<file path="src/rtl/srl_delay_ctrl.sv">
// Tap-address controller for a bank of variable-depth SRL delay lines.
// Applies delay requests as a jump or a +/-1 ramp and reports tap validity from a fill counter.
module srl_delay_ctrl #(
    parameter int ADR_WIDTH     = 8,
    parameter int SRL_DEPTH     = 256,
    parameter int INIT_ADR      = 0,
    parameter int STEP_MODE     = 0,
    parameter int STEP_INTERVAL = 4
) (
    input  logic                 clock,
    input  logic                 reset_n,
    input  logic                 delay_wr,
    input  logic [ADR_WIDTH-1:0] delay_in,
    input  logic                 flush,
    output logic [ADR_WIDTH-1:0] srl_adr,
    output logic                 q_valid,
    output logic                 busy,
    output logic                 clamp_err,
    output logic [ADR_WIDTH:0]   fill_cnt,
    output logic                 state_dbg
);

    localparam int MAX_TAP  = SRL_DEPTH - 1;
    localparam int INIT_TAP = (INIT_ADR > MAX_TAP) ? MAX_TAP : INIT_ADR;
    localparam int CNT_W    = (STEP_INTERVAL > 1) ? $clog2(STEP_INTERVAL) : 1;

    localparam logic [ADR_WIDTH-1:0] MAX_ADR   = ADR_WIDTH'(MAX_TAP);
    localparam logic [ADR_WIDTH:0]   MAX_ADR_W = (ADR_WIDTH+1)'(MAX_TAP);
    localparam logic [ADR_WIDTH-1:0] INIT_VAL  = ADR_WIDTH'(INIT_TAP);
    localparam logic [ADR_WIDTH-1:0] ONE_ADR   = ADR_WIDTH'(1);
    localparam logic [ADR_WIDTH:0]   FILL_MAX  = (ADR_WIDTH+1)'(SRL_DEPTH);
    localparam logic [ADR_WIDTH:0]   FILL_ONE  = (ADR_WIDTH+1)'(1);
    localparam logic [CNT_W-1:0]     CNT_LAST  = CNT_W'(STEP_INTERVAL - 1);
    localparam logic [CNT_W-1:0]     CNT_ONE   = CNT_W'(1);

    typedef enum logic {
        IDLE = 1'b0,
        RAMP = 1'b1
    } state_t;

    state_t               state;
    logic [ADR_WIDTH-1:0] target;
    logic [CNT_W-1:0]     step_cnt;

    logic                 over_range;
    logic [ADR_WIDTH-1:0] req_tgt;
    logic [ADR_WIDTH-1:0] ramp_tgt;
    logic [ADR_WIDTH-1:0] next_step;
    logic                 jump_clear;

    // delay_wr is a one-cycle strobe with no back-pressure: the request is
    // taken on the edge where it is high, and a later strobe simply retargets.
    assign over_range = {1'b0, delay_in} > MAX_ADR_W;
    assign req_tgt    = over_range ? MAX_ADR : delay_in;
    assign ramp_tgt   = delay_wr ? req_tgt : target;
    assign next_step  = (ramp_tgt > srl_adr) ? (srl_adr + ONE_ADR) : (srl_adr - ONE_ADR);
    assign jump_clear = (STEP_MODE == 0) && delay_wr && (req_tgt != srl_adr);

    // A tap is valid once more samples have entered than its depth.
    assign q_valid   = fill_cnt > {1'b0, srl_adr};
    assign state_dbg = (state == RAMP);

    always_ff @(posedge clock or negedge reset_n) begin
        if (!reset_n) begin
            fill_cnt <= '0;
        end else if (flush || jump_clear) begin
            fill_cnt <= '0;
        end else if (fill_cnt < FILL_MAX) begin
            fill_cnt <= fill_cnt + FILL_ONE;
        end
    end

    always_ff @(posedge clock or negedge reset_n) begin
        if (!reset_n) begin
            srl_adr   <= INIT_VAL;
            target    <= INIT_VAL;
            state     <= IDLE;
            busy      <= 1'b0;
            step_cnt  <= '0;
            clamp_err <= 1'b0;
        end else begin
            clamp_err <= delay_wr && over_range;
            if (STEP_MODE == 0) begin
                if (delay_wr) begin
                    target  <= req_tgt;
                    srl_adr <= req_tgt;
                end
            end else begin
                case (state)
                    IDLE: begin
                        if (delay_wr) begin
                            target <= req_tgt;
                            if (req_tgt != srl_adr) begin
                                state    <= RAMP;
                                busy     <= 1'b1;
                                step_cnt <= '0;
                            end
                        end
                    end
                    RAMP: begin
                        // A retarget keeps the step phase; only arrival ends the ramp.
                        target <= ramp_tgt;
                        if (ramp_tgt == srl_adr) begin
                            state    <= IDLE;
                            busy     <= 1'b0;
                            step_cnt <= '0;
                        end else if (step_cnt == CNT_LAST) begin
                            srl_adr  <= next_step;
                            step_cnt <= '0;
                        end else begin
                            step_cnt <= step_cnt + CNT_ONE;
                        end
                    end
                    default: begin
                        state <= IDLE;
                        busy  <= 1'b0;
                    end
                endcase
            end
        end
    end

endmodule

</file>
<file path="config.mk">
export PLATFORM = sky130hd
export DESIGN_NAME = srl_delay_ctrl
export DESIGN_NICKNAME = d
export VERILOG_FILES = /design/src/rtl/srl_delay_ctrl.sv
export SDC_FILE = /design/constraint.sdc
export NUM_CORES = 1
export LEC_CHECK = 0
export CAP_MARGIN = 10
export CORE_MARGIN = 4
export CORE_UTILIZATION = 55
export CTS_BUF_LIST = sky130_fd_sc_hd__clkbuf_16
export DETAILED_ROUTE_END_ITERATION = 10
export DONT_BUFFER_PORTS = 1
export PLACE_DENSITY = 0.71
export SLEW_MARGIN = 10
export SYNTH_ARGS = -nofsm -noshare
export SYNTH_HDL_FRONTEND = slang
export SYNTH_SLANG_ARGS = --single-unit
export TNS_END_PERCENT = 5
</file>
<file path="constraint.sdc">
create_clock -name clock -period 1.5 [get_ports clock]
set_input_delay 0.225 -clock clock [delete_from_list [all_inputs] [get_ports clock]]
set_output_delay 0.225 -clock clock [all_outputs]
set_load 0.02 [all_outputs]
</file>
==> results.json, run 1 <==
{
  "comb_power_share_pct": 19.9,
  "hold_class": "input port to flop",
  "rows": 15,
  "slew_headroom_pct": 49.5,
  "setup_ws_ps": -462,
  "place_congestion": 0.746,
  "yosysTopAreaCellShare_pct": 40.8,
  "syn_area_per_cell_um2": 9.65,
  "finalCritPeriodShare_pct": 131,
  "hold-worst-slack_ps": 43.6,
  "max_freq_ghz": 0.510,
  "worstPathArrival_ps": 1740,
  "die_y_um": 51.5,
  "switching_share_pct": 26.2,
  "cts_buffers": 3,
  "yosysWarnings": 0,
  "synth_top_family_by_area": "simple AND/OR/NAND/NOR gates",
  "leakage_uw": 0.000671,
  "status": "finished with violations",
  "drc": 0,
  "cts_htree_levels": 1,
  "synth_cell_types": 28,
  "n_antenna_cell": 0,
  "clockPowerShare_pct": 41.1,
  "cts_sinks": 17,
  "maxCapViolCount": 0,
  "power.switching_uw": 339,
  "hold_viol_final": 0,
  "peakVddDrop_mv": 0.814,
  "antenna_found_initial": 0,
  "synthMuxAreaShare_pct": 2.04,
  "async_reset_ff_share_pct": 100,
  "finalSetupTns_ps": -763,
  "drive_gt1_share_pct": 47.0,
  "syn_inst": 108,
  "multi_input_area_um2": 679,
  "cp_max_fo": 2,
  "grt_max_degree": 18,
  "power_density_nw_per_um2": 883,
  "grt_use_total_pct": 23.6,
  "dp_hpwl_mm": 1.75,
  "power.internal_uw": 952,
  "routed_via_density": 5.31,
  "wl_per_cell_um": 16.8,
  "cts_tree": "built",
  "endpoint_kind": "output port",
  "die_w_um": 51.5,
  "clkLatencyLatePin_ps": 240,
  "drt_iter0_markers": 9,
  "netlist_area_um2": 1040,
  "yosys.area_share.xor_xnor_pct": 12.6,
  "synth_compound_area_share_pct": 8.16,
  "numPlacedInstances": 149,
  "p_seq_share_pct": 39.0,
  "synthAdderAreaFrac_pct": 10.8,
  "synth-edff-count": 0,
  "area_growth_pct": 40.2,
  "fin_cells": 159,
  "synthFlopType": "dfrtp_1",
  "num-fill-cells": 104,
  "dieArea_um2": 2660,
  "synth_simple_gate_area_share_pct": 19.0,
  "ff_latch_area_um2": 439,
  "start_util_pct": 59.1,
  "totalWireLength_mm": 2.67,
  "max_slew.worst_pin.slew_ps": 754,
  "synth-seq-cells": 17,
  "cts.path.max_buffers": 2,
  "grt_overflow_total": 0,
  "path_class": "flop to output port",
  "via_count": 844,
  "place_ws_ps": -334,
  "setup_violations": 10,
  "netlist_top_cells_area": "dfrtp_1, ha_1, xor2_1",
  "rsz0062_at_grt": "true",
  "core_um2": 1760,
  "cts-root-buf": "clkbuf_16",
  "layout_commonest_cell": "buf_4",
  "ys_seq_area_share_pct": 40.8,
  "fin_skew_ps": 1.41,
  "clkTransAtPathRegs_ps": 50,
  "drtAntennaViolNets": 0,
  "violations": "negative setup slack",
  "final_nets": 156,
  "final_cell_mix": "buf_4, nand2_1, dfrtp_2, nor3_1, xor2_1",
  "fin_crit_ps": 1960,
  "ios": 33,
  "grt_pass1_wl_mm": 4.58,
  "critPathRequiredTime_ps": 1270,
  "drt_pass1_iterations": 4,
  "synth_top_cell_by_area": "dfrtp_1",
  "grt_pass1_vias": 960,
  "startpoint_type": "flop",
  "slew_violations": 0,
  "portBuffers": 0
}
## sequential cells by signal, summed over array words and instances (netlist names)
name and flops:
fill_cnt 9, srl_adr 8
## metrics by stage
| stage | util, % | total power, µW | instance area [µm²] |
|---|---|---|---|
| after global routing | 82.8 | 1340 | 1460 |
| final | 82.8 | 1290 | 1460 |
| after global placement | 70.0 | 691 | 1230 |
| after CTS | 81.1 | 1280 | 1430 |
| after detailed placement | 70.0 | 698 | 1230 |
| after floorplan | - | 642 | 1090 |
## cell type report
type / count / area share, %
Multi-Input combinational cell: 79 / 46.5
Sequential cell: 17 / 30.1
Timing Repair Buffer: 26 / 13.8
Clock buffer: 3 / 5.14
Tap cell: 25 / 2.14
Inverter: 8 / 2.05
Clock inverter: 1 / 0.342
## synth_stat cells (all sizes together), types with 2 or more instances
library cell  instances
a21oi                 2
nand2                12
ha                    9
nor2                  4
inv                   8
buf                   5
nand4b                3
dfrtp                17
nor4                  2
nor3                 12
xnor2                 4
xor2                 11
o21ai                 8
## worst max-delay path: stages (launching register included)
cell and delay (ps):
dfrtp_2 430, ha_4 280, nand4b_1 160, buf_4 190, nand2b_1 150, a22oi_2 150, buf_6 140
## power by group through the flow
stage	clock network [µW]	logic (µW)	registers [µW]
6_report	531	256	503
5_1_grt	559	279	506
4_1_cts	537	238	501
2_1_floorplan	0	98.3	544
3_5_place_dp	0	190	508
3_3_place_gp	0	185	506
## repair_timing
| action | CTS | global route |
|---|---|---|
| setup buffers | 5 | 1 |
| hold buffers | 1 | 0 |
| resized for setup | 13 | 5 |
| hold endpoints to repair | 17 | 0 |
| pin swaps | 11 | 4 |
| setup endpoints to repair | 10 | 10 |
## logic make-up after synthesis
group,after synthesis
adders and majority gates,9
buffers and inverters,14
muxes,2
other,1
AOI/OAI and AO/OA,14
DFF,17
xor gates and xnor gates,15
and+or+nand+nor,36
## worst paths after layout
path                       cells past startpoint     endpoint  slack [ps]        start
max                                            6      q_valid        -460  fill_cnt[5]
min                                            1  fill_cnt[2]          40        flush
max reg2reg                                    5  fill_cnt[8]         -90   srl_adr[5]
min reg2reg                                    2   srl_adr[3]         590   srl_adr[3]
max in group asynchronous                      1  fill_cnt[6]         490      reset_n
min in group asynchronous                      1   srl_adr[1]         490      reset_n
## per-layer routing
metal / vias up / share of wire (%) / global-route usage, %
met3: 2 / 5.5 / 5.16
met4: 0 / 0.52 / 5.24
met2: 23 / 57 / 46.4
met1: 405 / 37 / 25.3
li1: 414 / - / -
met5: - / 0 / 0
(Power assumes the default switching activity.)
==> run 2: changes to the inputs <==
--- a/config.mk
+++ b/config.mk
@@ -11,6 +11,7 @@
 export CTS_BUF_LIST = sky130_fd_sc_hd__clkbuf_16
 export DETAILED_ROUTE_END_ITERATION = 10
 export DONT_BUFFER_PORTS = 1
+export MAX_ROUTING_LAYER = met4
 export PLACE_DENSITY = 0.71
 export SLEW_MARGIN = 10
 export SYNTH_ARGS = -nofsm -noshare
==> results of run 2 <==
Final layout, timing and power as in run 1 (identical DEF).
Among the figures that moved: final weighted congestion in routability-driven placement 0.746 -> 0.756; overall routing resource usage 23.6% -> 24.2%
